File: src/rtl/div_sched_if.sv
// Handshake bundle between the EX stage and the multi-cycle divider.
// start_i is held high by EX while stallreq_for_ex is high. ready_o is a one-cycle result strobe. annul_i cancels work in flight.
interface div_sched_if;
  logic        start_i;
  logic        signed_i;
  logic        annul_i;
  logic [31:0] opdata1_i;
  logic [31:0] opdata2_i;
  logic [63:0] result_o;
  logic        ready_o;
  logic        stallreq_for_ex;

  modport master (
    output start_i, signed_i, annul_i, opdata1_i, opdata2_i,
    input  result_o, ready_o, stallreq_for_ex
  );

  modport slave (
    input  start_i, signed_i, annul_i, opdata1_i, opdata2_i,
    output result_o, ready_o, stallreq_for_ex
  );
endinterface

File: src/rtl/div_sched.sv
// 32-cycle restoring divider for DIV/DIVU with pipeline stall and flush handling.
// Define DIV_SIGNED_EN to honour signed_i; without it every operation is unsigned.
module div_sched (
  input  logic             clk,
  input  logic             resetn,
  div_sched_if.slave       bus,
  output logic [1:0]       dbg_state
);

  typedef enum logic [1:0] {
    FREE    = 2'd0,
    BY_ZERO = 2'd1,
    ON      = 2'd2,
    END     = 2'd3
  } state_t;

  state_t      state;
  logic [4:0]  cnt;
  logic [31:0] quo;
  logic [31:0] dvs;
  logic [31:0] rem;

  logic [32:0] shifted;
  logic [32:0] diff;
  logic [31:0] rem_next;
  logic [31:0] quo_next;
  logic [31:0] abs1;
  logic [31:0] abs2;
  logic [63:0] final_res;

  // One restoring step: the dividend shifts out of quo into rem while quotient bits shift in.
  always_comb begin
    shifted = {rem, quo[31]};
    diff    = shifted - {1'b0, dvs};
    if (!diff[32]) begin
      rem_next = diff[31:0];
      quo_next = {quo[30:0], 1'b1};
    end else begin
      rem_next = shifted[31:0];
      quo_next = {quo[30:0], 1'b0};
    end
  end

`ifdef DIV_SIGNED_EN
  logic neg_q;
  logic neg_r;

  always_comb begin
    abs1      = (bus.signed_i && bus.opdata1_i[31]) ? (32'd0 - bus.opdata1_i) : bus.opdata1_i;
    abs2      = (bus.signed_i && bus.opdata2_i[31]) ? (32'd0 - bus.opdata2_i) : bus.opdata2_i;
    final_res = {(neg_r ? (32'd0 - rem_next) : rem_next),
                 (neg_q ? (32'd0 - quo_next) : quo_next)};
  end

  always_ff @(posedge clk) begin
    if (!resetn) begin
      neg_q <= 1'b0;
      neg_r <= 1'b0;
    end else if (state == FREE && bus.start_i && !bus.annul_i) begin
      neg_q <= bus.signed_i && (bus.opdata1_i[31] ^ bus.opdata2_i[31]);
      neg_r <= bus.signed_i && bus.opdata1_i[31];
    end
  end
`else
  logic unused_signed;
  assign unused_signed = bus.signed_i;

  always_comb begin
    abs1      = bus.opdata1_i;
    abs2      = bus.opdata2_i;
    final_res = {rem_next, quo_next};
  end
`endif

  always_ff @(posedge clk) begin
    if (!resetn) begin
      state        <= FREE;
      cnt          <= 5'd0;
      quo          <= 32'd0;
      dvs          <= 32'd0;
      rem          <= 32'd0;
      bus.ready_o  <= 1'b0;
      bus.result_o <= 64'd0;
    end else begin
      case (state)
        FREE: begin
          bus.ready_o  <= 1'b0;
          bus.result_o <= 64'd0;
          if (bus.start_i && !bus.annul_i) begin
            quo   <= abs1;
            dvs   <= abs2;
            rem   <= 32'd0;
            cnt   <= 5'd0;
            state <= (bus.opdata2_i == 32'd0) ? BY_ZERO : ON;
          end
        end
        BY_ZERO: begin
          if (bus.annul_i) begin
            state <= FREE;
          end else begin
            state        <= END;
            bus.ready_o  <= 1'b1;
            bus.result_o <= 64'd0;
          end
        end
        ON: begin
          if (bus.annul_i) begin
            state <= FREE;
          end else begin
            quo <= quo_next;
            rem <= rem_next;
            cnt <= cnt + 5'd1;
            if (cnt == 5'd31) begin
              state        <= END;
              bus.ready_o  <= 1'b1;
              bus.result_o <= final_res;
            end
          end
        end
        END: begin
          // The result is already committed, so a flush here does not cancel it.
          state        <= FREE;
          bus.ready_o  <= 1'b0;
          bus.result_o <= 64'd0;
        end
        default: state <= FREE;
      endcase
    end
  end

  assign bus.stallreq_for_ex = bus.start_i && (state != END);
  assign dbg_state           = state;

endmodule

File: src/flat_wrapper.sv
// flat-port wrapper written by rule: the top's interface ports become plain ports
module div_sched_flat 
  (clk, resetn, dbg_state, bus_start_i, bus_signed_i, bus_annul_i, bus_opdata1_i, bus_opdata2_i, bus_result_o, bus_ready_o, bus_stallreq_for_ex);
  div_sched_if bus_i ();
  input  logic clk;
  input  logic resetn;
  output logic [1:0] dbg_state;
  input wire logic [$bits(bus_i.start_i)-1:0] bus_start_i;
  input wire logic [$bits(bus_i.signed_i)-1:0] bus_signed_i;
  input wire logic [$bits(bus_i.annul_i)-1:0] bus_annul_i;
  input wire logic [$bits(bus_i.opdata1_i)-1:0] bus_opdata1_i;
  input wire logic [$bits(bus_i.opdata2_i)-1:0] bus_opdata2_i;
  output wire logic [$bits(bus_i.result_o)-1:0] bus_result_o;
  output wire logic [$bits(bus_i.ready_o)-1:0] bus_ready_o;
  output wire logic [$bits(bus_i.stallreq_for_ex)-1:0] bus_stallreq_for_ex;
  assign bus_i.start_i = bus_start_i;
  assign bus_i.signed_i = bus_signed_i;
  assign bus_i.annul_i = bus_annul_i;
  assign bus_i.opdata1_i = bus_opdata1_i;
  assign bus_i.opdata2_i = bus_opdata2_i;
  assign bus_result_o = bus_i.result_o;
  assign bus_ready_o = bus_i.ready_o;
  assign bus_stallreq_for_ex = bus_i.stallreq_for_ex;
  div_sched u_core (.clk(clk), .resetn(resetn), .bus(bus_i), .dbg_state(dbg_state));
endmodule
File: config.mk
export PLATFORM = sky130hd
export DESIGN_NAME = div_sched_flat
export DESIGN_NICKNAME = d
export VERILOG_FILES = /design/src/rtl/div_sched_if.sv /design/src/rtl/div_sched.sv /design/src/flat_wrapper.sv
export SDC_FILE = /design/constraint.sdc
export NUM_CORES = 1
export LEC_CHECK = 0
export BUFFER_PORTS_ARGS = -buffer_cell sky130_fd_sc_hd__buf_2
export CORE_MARGIN = 2
export CORE_UTILIZATION = 35
export DETAILED_ROUTE_END_ITERATION = 8
export PLACE_DENSITY_LB_ADDON = 0.2
export SLEW_MARGIN = 20
export SYNTH_ARGS = -nofsm -noshare
export SYNTH_HDL_FRONTEND = slang
export SYNTH_SLANG_ARGS = --single-unit
export TNS_END_PERCENT = 20
File: constraint.sdc
create_clock -name clk -period 8.5 [get_ports clk]
set_input_delay 0 -clock clk [delete_from_list [all_inputs] [get_ports clk]]
set_output_delay 0 -clock clk [all_outputs]
set_load 0.005 [all_outputs]
# Yosys cells after proc, flatten, opt, wreduce, memory -nomap -nowiden
# Cells that the tools add are included.
# op_classes
addsub,2
multipliers,0
n_div,0
n_lt_le_gt_ge,0
eq_ne,10
shifts,0
muxes,25
bitwise_logic,0
n_reduce_logical,11
# op_table
cell,n
2-to-1 mux 64 bit,3
one-hot mux 64 bit (3 select lines),1
2-to-1 mux 32 bit,5
one-hot mux 32 bit (2 select lines),2
subtractor 33 x 32 -> 33 bit,1
logical NOT 32 bit,1
2-to-1 mux 2 bit,5
2-to-1 mux 5 bit,2
one-hot mux 5 bit (2 select lines),1
one-hot mux 2 bit (4 select lines),1
!= test 2 bit (second input constant),3
AND reduction 3 bit,2
adder 5 x 1 -> 5 bit (second input constant),1
equality test 5 bit (second input constant),1
equality test 2 bit (second input constant),2
2-to-1 mux 1 bit,4
!= test 2 x 1 -> 1 bit (second input constant),2
AND reduction 2 bit,2
!= test 3 x 2 -> 1 bit (second input constant),1
one-hot mux 1 bit (3 select lines),1
equality test 2 x 1 -> 1 bit (second input constant),1
logical AND 1 bit,2
logical NOT 2 bit,1
nonzero test 2 bit,1
other kinds (2),2
# word_totals
ff_bits,168
latch_bits,0
ram_bits,0
rom_bits,0
word_cells,55
memories,0

# Logic depth before layout (Yosys ltp)
# Gate-level depths: netlist of the first run.
# logic_depth
ltp_word,5
ltp_mapped,15
ltp_nobuf,12

# Least setup slack after synthesis of the first run
# OpenSTA, ideal clock, no wires.
# synth_timing
path_type,flip-flop to flip-flop
start,reg u_core.quo[31]
end,reg u_core.rem[31]
arrival_ns,2.948
path_slack_ns,5.493
stages_incl_launch_ff,14
path_buffers,1
cell_sequence,dfxtp_1 > inv_1 > ha_1 > inv_1 > fa_1 > a21o_1 > a221o_2 > a31oi_4 > o31ai_2 > mux2i_2 > or2_1 > buf_6 > o41ai_2 > a22o_1
# synth_via
elab_chain_len,4
# synth_rtl
element,line_no,rtl
start: declaration,div_sched.sv:19,logic [31:0] quo;
start signal: assignment,div_sched.sv:90,quo <= abs1;
start signal: assignment,div_sched.sv:110,quo <= quo_next;
subtractor 33 x 32 -> 33 bit,div_sched.sv:34,"diff = shifted - {1'b0, dvs};"
2-to-1 mux 32 bit,div_sched.sv:35,if (!diff[32]) begin
2-to-1 mux 32 bit,div_sched.sv:107,if (bus.annul_i) begin
one-hot mux 32 bit (2 select lines),div_sched.sv:85,case (state)
end signal: assignment,div_sched.sv:111,rem <= rem_next;
end: declaration,div_sched.sv:21,logic [31:0] rem;
# Every way passes these cells. The select of a mux whose other input is x is not followed.
# A chain may end at the register's enable or synchronous reset.

# Worst setup path after layout of the first run
# layout_timing
start,reg u_core.quo[31]
end,reg u_core.bus.result_o[60]
# layout_via
elab_chain_len,5
# layout_rtl
element,line_no,rtl
subtractor 33 x 32 -> 33 bit,div_sched.sv:34,
2-to-1 mux 32 bit,div_sched.sv:35,
2-to-1 mux 64 bit,div_sched.sv:113,if (cnt == 5'd31) begin
2-to-1 mux 64 bit,div_sched.sv:107,
one-hot mux 64 bit (3 select lines),div_sched.sv:85,
end signal: assignment,div_sched.sv:116,bus.result_o <= final_res;
end: declaration,div_sched_if.sv:20,"output result_o, ready_o, stallreq_for_ex"
# Every way passes these cells. The select of a mux whose other input is x is not followed.

==> out/results.ini, run 1 <==
[run_status]
status=complete, no violations

[timing]
fmax_mhz=251
finalSetupTns_ns=0
maxSlewHeadroom_pct=28.3
final.min_clock_period_ns=3.98
finalCritPeriodShare_pct=46.8
clock_skew_ns=0.00878
setup_viol=0
slew_viol_final=0
worst_pin_slew_ns=1.07
whs_ns=0.0658
hold_violations=0
rsz0062_at_grt=false

[worst_setup_path]
path_cells=inv_1 > ha_1 > inv_1 > fa_1 > a21o_1 > a221o_2 > a31oi_4 > o31ai_2 > mux2i_2 > nor2_4 > mux2i_1 > o21ai_0
cp_slowest_cell=nor2_4
startpoint_type=flop
slowest_delay_ns=0.88
endpoint_kind=flop
critPathKind=flop to flop
crit_fanout=28
critPathArrivalTime_ns=4.27
crit_required_ns=8.79
cpMostUsedCell=inv_1

[finish]
drive_gt1_share_pct=15.9
area_growth_syn_to_layout_pct=24.3
antenna_cells=0
multi_input_area_um2=4820
layout.area.seq_um2=3360
nFillCells=2478
design_area_um2=10700
fin_nets=1323

[global_routing]
grt_use_total_pct=18.8
grt_pass1_wl_um=39400
overflow=0
grt_max_degree=75
grt_pass1_vias=7747
antenna_found_initial=0

[yosys]
syn-cell-area_um2=8620
synthArstFlopShare_pct=0
synthCells=1058
synth_cell_types=64
synth_edf_count=0
synth_ff_type=dfxtp_1
ys_seq_elements=168
synthesis.nets=1166
yosys_warnings=0
postSynthAreaPerCell_um2=8.15
ys_seq_area_share_pct=39.0

[power]
p_per_area_nw_per_um2=289
leakage_nw=4.38
ir_drop_mv=0.128

[floorplan]
die_area_um2=25900
fp-row-count=57
io_pins=137
core_um2=24200
die_x_um=161
fp.dieH_um=161
start_util_pct=35.6

[clock_network]
cts_sinks=168
cts_root_buffer=clkbuf_16
worst_skew_pair.late_latency_ns=0.44
cts_buffers=17
clock_path_buffers=2
cts_tree=built
h-tree-depth=4
ctsResizeCount=0
cts.clk_slew.worst_paths_ns=0.07

[job]
cap_violations=0

[worst_hold_path]
hold_path.class=primary input to flop

[routing]
vias=7963
drtIter0Drc=390
vias_per_cell=5.13
routed_wl_um=24200
firstDrtPassIters=4
drtAntennaViolNets=0
routedWlPerCell_um=15.6
route.detailed.drc=0

[placed_design]
hpwl_um=16500
placed_cell_area_um2=9480
gp_congestion=0.847
numPortBuffers=135

worst max-delay path, delay by kind of cell, from the launching register on:
family	cells	cell delay (ns)
mux	2	0.76
buf+inv	2	0.11
flops	1	0.33
compound gates	5	1.18
simple gates	1	0.88
fa+ha+maj	2	0.57
report_power, final:
group	internal (mW)	total, mW	leakage (nW)	switching [mW]
clock network	0.416	0.784	0.282	0.368
registers	0.871	0.932	1.36	0.0613
logic	0.507	1.38	2.73	0.877
layout make-up:
cell class                      count  area share (%)
Multi-Input combinational cell    779            45.0
Sequential cell                   168            31.4
Timing Repair Buffer              208            12.9
Clock buffer                       17            3.97
Tap cell                          324            3.78
Clock inverter                     15            1.53
Inverter                           41            1.44
metrics by stage:
step	setup WS (ns)	utilization, %	total power, mW	std cells
floorplan	5.49	-	1.99	1058
global placement	4.58	39.1	2.31	1455
detailed placement	4.56	39.1	2.32	1455
CTS	4.53	44.2	3.13	1552
global route	4.33	44.2	3.31	1552
finish	4.52	44.2	3.10	1552
cells by family (layout without fill, tap and decap cells):
kind of cell | Yosys count | count (layout) | share of synthesized area [%]
compound gates | 293 | 293 | 21.7
xor+xnor | 25 | 25 | 2.54
fa+ha+maj | 39 | 39 | 5.75
buf+inv | 111 | 281 | 5.38
flops | 168 | 168 | 39.0
mux | 60 | 60 | 7.05
simple gates | 362 | 362 | 18.6
layer usage:
metal,up-vias,track usage [%],part of all wire [%]
li1,4060,-,-
met1,3728,24.1,48
met2,157,32.1,47
met3,18,4.57,4.7
met4,0,4.14,1.0
met5,-,0,0
cells in the final DEF, fill, tap and decap left out, drive strengths merged, types with 5 or more instances in the layout:
cell and instances:
a211oi 37, a21boi 20, a21o 17, a21oi 87, a31oi 5, a32oi 10
and2 6, and3 9, buf 143, clkbuf 17, clkinv 5, dfxtp 168
dlygate4sd3 65, ha 38, inv 47, mux2i 57, nand2 182, nand3 40
nand4 16, nor2 63, nor3 15, nor4 14, o21ai 79, xnor2 17
xor2 8
path summary, 6_finish.rpt:
path | start | end | slack [ns] | cells after the start
setup / recovery | u_core.quo[31]$_SDFFE_PN0P_ | u_core.bus.result_o[60]$_SDFFE_PN0P_ | 4.52 | 12
hold / removal | resetn | u_core.quo[31]$_SDFFE_PN0P_ | 0.07 | 2
setup reg to reg | u_core.quo[31]$_SDFFE_PN0P_ | u_core.bus.result_o[60]$_SDFFE_PN0P_ | 4.52 | 12
hold reg to reg | u_core.bus.result_o[50]$_SDFFE_PN0P_ | u_core.bus.result_o[50]$_SDFFE_PN0P_ | 0.45 | 2
registers in the layout (all words and copies together) (netlist names):
| register | flops |
|---|---|
| u_core.bus.result_o | 64 |
| u_core.bus.ready_o | 1 |
| u_core.dbg_state | 2 |
| u_core.cnt | 5 |
| u_core.quo | 32 |
| u_core.rem | 32 |
| u_core.dvs | 32 |
synth_stat cells, drive strengths merged, types with 2 or more instances:
| library cell | number | area (µm²) |
|---|---|---|
| mux2 | 3 | 33.8 |
| xor2 | 8 | 70.1 |
| o211ai | 2 | 15.0 |
| a221o | 2 | 21.3 |
| a21boi | 20 | 150 |
| nand3 | 40 | 200 |
| a21oi | 87 | 435 |
| a31oi | 5 | 46.3 |
| o211a | 3 | 30.0 |
| nor2 | 63 | 244 |
| and4 | 2 | 17.5 |
| a211oi | 37 | 283 |
| a2111oi | 4 | 35.0 |
| nor3 | 15 | 75.1 |
| nor2b | 3 | 18.8 |
| nand2 | 182 | 683 |
| o21ai | 79 | 395 |
| a32oi | 10 | 87.6 |
| o41ai | 3 | 41.3 |
| o21bai | 3 | 22.5 |
| mux2i | 57 | 574 |
| dfxtp | 168 | 3360 |
| a22o | 4 | 35.0 |
| or3 | 2 | 12.5 |
| clkbuf | 53 | 199 |
| nand4 | 16 | 100 |
| and3 | 9 | 56.3 |
| o21a | 3 | 22.5 |
| a22oi | 4 | 30.0 |
| o31ai | 3 | 27.5 |
| nor4 | 14 | 87.6 |
| xnor2 | 17 | 149 |
| nand2b | 3 | 18.8 |
| buf | 17 | 111 |
| o2111ai | 2 | 17.5 |
| inv | 41 | 154 |
| a21o | 17 | 128 |
| ha | 38 | 475 |
| or2 | 3 | 18.8 |
| and2 | 6 | 40.0 |
what timing repair did:
action,CTS,global route
setup buffers,0,0
endpoints found under the hold margin,67,0
hold buffers,65,0
Note: power is estimated with default switching activity, not from simulation.
==> run 2, diff against run 1 <==
--- a/config.mk
+++ b/config.mk
@@ -5,6 +5,7 @@
 export SDC_FILE = /design/constraint.sdc
 export NUM_CORES = 1
 export LEC_CHECK = 0
+export ABC_AREA = 1
 export BUFFER_PORTS_ARGS = -buffer_cell sky130_fd_sc_hd__buf_2
 export CORE_MARGIN = 2
 export CORE_UTILIZATION = 35
==> constraint.sdc (replaced) <==
create_clock -name clk -period 3.6 [get_ports clk]
set_input_delay 0 -clock clk [delete_from_list [all_inputs] [get_ports clk]]
set_output_delay 0 -clock clk [all_outputs]
set_load 0.005 [all_outputs]
==> run 2 against run 1 <==
  * Hold slack worse by 0.020 ns
  * Cell count increased by 27%
  * Non-clock buffer count unchanged
  * Register-to-register slack got worse by 3.7 ns
  * Critical path depth decreased by 3
  * Die area up 12%
  * Clock skew is 0.0030 ns higher
  * Routed wire length up 15%
==> out/results.ini, run 2 <==
[finish]
final_cell_mix=nand2_1 (386), inv_1 (236), o21ai_0 (169), dfxtp_1 (168), a21oi_1 (152)
final_common_cell=nand2_1
drive_gt1_share_pct=14.2
largest_reg_flops=64
design_area_um2=11700
nFillCells=2867
final_util_pct=43.5
antenna_cells=0
max_flop_register=u_core.bus.result_o
fin_nets=1731
area_growth_syn_to_layout_pct=21.7

[worst_setup_path]
crit_required_ns=3.90
worst_path_dominant_cell_family=buffers and inverters
cp_slowest_cell=buf_4
critPathKind=flop to flop
critPathArrivalTime_ns=3.06
startpoint_type=flop
path_cells=inv_1 > ha_2 > buf_4 > nand2_1 > nand3_1 > clkinv_2 > buf_12 > o21ai_0 > a21oi_1
crit_fanout=106
cp_num_buf_inv=4
slowest_delay_ns=0.64
endpoint_kind=flop

[yosys]
yosysMostFrequentCell=nand2_1
synthCells=1464
synth_edf_count=0
synthArstFlopShare_pct=0
ys_seq_elements=168
synth_top_family_by_area=simple AND/OR/NAND/NOR gates
syn-cell-area_um2=9650
synthesis.nets=1572
synth_top_area_cell=dfxtp_1
synth_cell_types=36
postSynthAreaPerCell_um2=6.59
synth_simple_gate_area_share_pct=26.5
synth_ff_type=dfxtp_1
synth_common_cells=nand2_1 (386), inv_1 (238), o21ai_0 (169)
synth-adder-area-share_pct=5.13
synth.area.top_cells=dfxtp_1 (35%), nand2_1 (15%), inv_1 (9.3%), o21ai_0 (8.8%), a21oi_1 (7.9%)
muxShareOfSynthArea_pct=0
synth_compound_area_share_pct=19.4
yosys_warnings=0
ys_seq_area_share_pct=34.9
synth_top_area_share_pct=34.9
synth_xor_area_share_pct=0.817

[routing]
vias_per_cell=4.81
drtAntennaViolNets=0
drtIter0Drc=520
routed_wl_um=27700
routedWlPerCell_um=14.0
route.detailed.drc=0
vias=9506
firstDrtPassIters=5

[clock_network]
clock_path_buffers=2
ctsResizeCount=0
cts_tree=built
cts_buffers=17
h-tree-depth=4
cts_root_buffer=clkbuf_16
cts.clk_slew.worst_paths_ns=0.07
worst_skew_pair.late_latency_ns=0.43
cts_sinks=168

[global_routing]
grt_pass1_wl_um=45600
grt_pass1_vias=9054
use_met2_pct=32.0
grt_use_total_pct=19.6
grt.met1_usage_pct=26.0
busiest_layer=met2
grtUsageMet3_pct=4.67
overflow=0
antenna_found_initial=0
grt_max_degree=107

[timing]
slew_viol_final=0
rsz0062_at_grt=false
clock_skew_ns=0.0118
finalSetupTns_ns=0
fmax_mhz=363
hold_violations=0
maxSlewHeadroom_pct=41.9
worst_pin_slew_ns=0.864
final.min_clock_period_ns=2.75
finalCritPeriodShare_pct=76.5
setup_viol=0

[placed_design]
placed_cell_area_um2=10500
hpwl_um=20400
gp_congestion=0.855
numPortBuffers=135

[floorplan]
die_x_um=170
fp-row-count=60
die_area_um2=28900
start_util_pct=35.7
core_um2=27000
io_pins=137
fp.dieH_um=170

[worst_hold_path]
hold_path.class=primary input to flop

[job]
cap_violations=0

[run_status]
status=complete, no violations

[run 2: what timing repair did]
item,in CTS,in global routing
buffers inserted,0,0
hold buffers,64,0
endpoints found under the hold margin,64,0
[run 2: worst paths after layout]
check,startpoint,to,slack [ns],cells after the start
worst max-delay path,u_core.dbg_state[0]$_SDFFE_PN0P_,u_core.bus.result_o[30]$_SDFFE_PN0P_,0.85,9
worst min-delay path,bus_annul_i,u_core.dbg_state[0]$_SDFFE_PN0P_,0.05,4
worst max register to register,u_core.dbg_state[0]$_SDFFE_PN0P_,u_core.bus.result_o[30]$_SDFFE_PN0P_,0.85,9
worst min register to register,u_core.dvs[10]$_SDFFE_PN0P_,u_core.dvs[10]$_SDFFE_PN0P_,0.47,2
[run 2: layout make-up]
| class | instances | area [µm²] | area share (%) |
|---|---|---|---|
| multi-input cells | 986 | 5010 | 42.6 |
| flip-flops and latches | 168 | 3360 | 28.6 |
| repair buffers | 208 | 1410 | 12.0 |
| inverters | 242 | 911 | 7.75 |
| well taps | 341 | 427 | 3.63 |
| clock buffers | 17 | 425 | 3.62 |
| clock inverters | 15 | 204 | 1.74 |
[run 2: cells by family after synthesis]
group,Yosys count
simple gates,578
compound gates,360
buf+inv,310
flops,168
fa+ha+maj,39
xor+xnor,9
[run 2: worst register-to-register path: cells and delay by family, from the launching register on]
| family | cells | cell delay (ns) |
|---|---|---|
| flip-flops | 1 | 0.37 |
| AND/OR/NAND/NOR | 2 | 0.29 |
| AO/OA/AOI/OAI | 2 | 0.33 |
| buffers and inverters | 4 | 1.32 |
| adder cells (fa/ha/maj) | 1 | 0.33 |
[run 2: per-stage QoR]
step	setup WS [ns]	std cells	hold slack, ns
final	0.847	1977	0.0456
after global placement	0.897	1881	0.276
after CTS	0.848	1977	0.0182
after detailed placement	0.860	1881	0.277
after global routing	0.557	1977	0.0866
after floorplan	1.40	1464	0.103
[run 2: layer usage]
metal	share of wire [%]	wire, µm	vias to the layer above
met4	1.6	450	0
li1	-	-	5026
met1	48	13400	4260
met5	0	0	-
met2	45	12300	194
met3	5.7	1570	26
Power of run 2 is not shown: default switching activity piles up to over one toggle a cycle in this logic, so the estimate is an artifact.
==> run 3, diff against run 2 <==
--- a/config.mk
+++ b/config.mk
@@ -5,7 +5,7 @@
 export SDC_FILE = /design/constraint.sdc
 export NUM_CORES = 1
 export LEC_CHECK = 0
-export ABC_AREA = 1
+export ABC_AREA = 0
 export BUFFER_PORTS_ARGS = -buffer_cell sky130_fd_sc_hd__buf_2
 export CORE_MARGIN = 2
 export CORE_UTILIZATION = 35
==> constraint.sdc (replaced) <==
create_clock -name clk -period 2.3 [get_ports clk]
set_input_delay 0 -clock clk [delete_from_list [all_inputs] [get_ports clk]]
set_output_delay 0 -clock clk [all_outputs]
set_load 0.005 [all_outputs]
==> run 3 against run 2 <==
  * The run now ends with setup timing left
  * Design area increased by 3.8%
  * Die area decreased by 10%
  * First-iteration DRC count decreased by 28%
  * Highest routed layer unchanged
==> out/results.ini, run 3 (synthesis results as in run 1) <==
[global_routing]
grt_max_degree=69
antenna_found_initial=0
grt_use_total_pct=20.8
grt_pass1_wl_um=43300
overflow=0
grt_pass1_vias=8519

[power]
ir_drop_mv=0.649
p_per_area_nw_per_um2=1050
leakage_nw=5.24

[clock_network]
cts_buffers=17
cts_sinks=168
cts_root_buffer=clkbuf_16
h-tree-depth=4
cts.clk_slew.worst_paths_ns=0.08
clock_path_buffers=2
worst_skew_pair.late_latency_ns=0.44
cts_tree=built

[floorplan]
start_util_pct=35.6
fp-row-count=57
io_pins=137
core_um2=24200
fp.dieH_um=161
die_x_um=161
die_area_um2=25900

[finish]
largest_reg_flops=64
fin_nets=1490
final_common_cell=nand2_1
drive_gt1_share_pct=27.7
final_util_pct=50.3
nFillCells=2427
area_growth_syn_to_layout_pct=41.4
final_cell_mix=nand2_1 (181), buf_4 (167), dfxtp_1 (166), buf_2 (135), a21oi_1 (82)
antenna_cells=0
max_flop_register=u_core.bus.result_o

[timing]
maxSlewHeadroom_pct=55.3
slew_viol_final=0
worst_pin_slew_ns=0.670
fin_ws_ns=-0.683
fmax_mhz=335
final.min_clock_period_ns=2.98
setup_viol=66
finalCritPeriodShare_pct=130
clock_skew_ns=0.0129
rsz0062_at_grt=true
hold_violations=0

[routing]
drtIter0Drc=373
routed_wl_um=26500
routedWlPerCell_um=15.4
drtAntennaViolNets=0
vias=8560
route.detailed.drc=0
firstDrtPassIters=5
vias_per_cell=4.98

[worst_setup_path]
critPathKind=flop to flop
startpoint_type=flop
crit_required_ns=2.61
critPathArrivalTime_ns=3.29
endpoint_kind=flop
crit_fanout=21

[placed_design]
dpl_worst_slack_ns=-0.656
hpwl_um=18800
numPortBuffers=135
gp_congestion=0.825

[run_status]
status=finished with violations
violations=setup timing

[worst_hold_path]
hold_path.class=primary input to flop

[job]
cap_violations=0

-- run 3: cell count changes in the layout (fill, tap and decap cells not counted), sizes merged, moves of 46 or more --
cell   before  now
o21ai     169   79
inv       245   46
nand3      86   40
mux2i       0   57
a21oi     156   87
nand2     414  182
buf       144  310
-- run 3: worst paths after layout --
check                                                           from                              endpoint  slack, ns  cells past startpoint
worst max register to register           u_core.quo[31]$_SDFFE_PN0P_            u_core.rem[9]$_SDFFE_PN0P_      -0.68                     14
worst max-delay path                     u_core.quo[31]$_SDFFE_PN0P_            u_core.rem[9]$_SDFFE_PN0P_      -0.68                     14
worst min register to register  u_core.bus.result_o[40]$_SDFFE_PN0P_  u_core.bus.result_o[40]$_SDFFE_PN0P_       0.45                      2
worst min-delay path                                          resetn           u_core.dvs[14]$_SDFFE_PN0P_       0.05                      3
-- run 3: repair_timing --
item / 4_1_cts / 5_1_grt
endpoints found under the hold margin: 66 / 0
pin swaps: 10 / 3
endpoints found under the setup margin: 66 / 68
buffers inserted: 0 / 0
gates resized for setup: 10 / 15
hold buffers: 65 / 0
-- run 3: through the flow --
stage	instance area, µm²	power (mW)	TNS [ns]	instances	hold WS, ns
4_1_cts	12100	12.8	-37.80	1719	0.0535
5_1_grt	12200	13.6	-44.98	1719	0.0974
2_1_floorplan	8690	7.48	-34.82	1058	0.117
6_report	12200	12.8	-37.97	1719	0.0548
3_3_place_gp	10900	9.70	-37.99	1622	0.258
3_5_place_dp	10900	9.72	-40.42	1622	0.260
-- run 3: critical path, stage by stage, from the launching register on --
cell and delay, ns:
dfxtp_2 0.33, inv_2 0.06, ha_4 0.12, inv_2 0.03, fa_2 0.35, a21o_1 0.19, a221o_2 0.43, a31oi_4 0.19
o31ai_4 0.09, mux2i_4 0.21, buf_6 0.15, nor2_4 0.11, buf_12 0.23, mux2i_2 0.27, o21ai_0 0.11
-- run 3: report_power, final --
part           switching (mW)  internal, mW
Sequential              0.223          3.22
Combinational            3.58          2.89
Clock                    1.41          1.44
-- run 3: cell type report --
type	count	area [µm²]	area share (%)
multi-input cells	779	4960	40.7
flip-flops and latches	168	3370	27.6
repair buffers	375	2720	22.3
clock buffers	17	425	3.49
well taps	324	405	3.32
clock inverters	15	159	1.30
inverters	41	154	1.26
-- run 3: layer usage --
metal / track usage, % / wire length (µm) / vias to the layer above
li1: - / - / 4413
met3: 4.98 / 1340 / 26
met4: 5.40 / 457 / 0
met2: 34.7 / 12300 / 176
met1: 26.9 / 12400 / 3945
met5: 0 / 0 / -
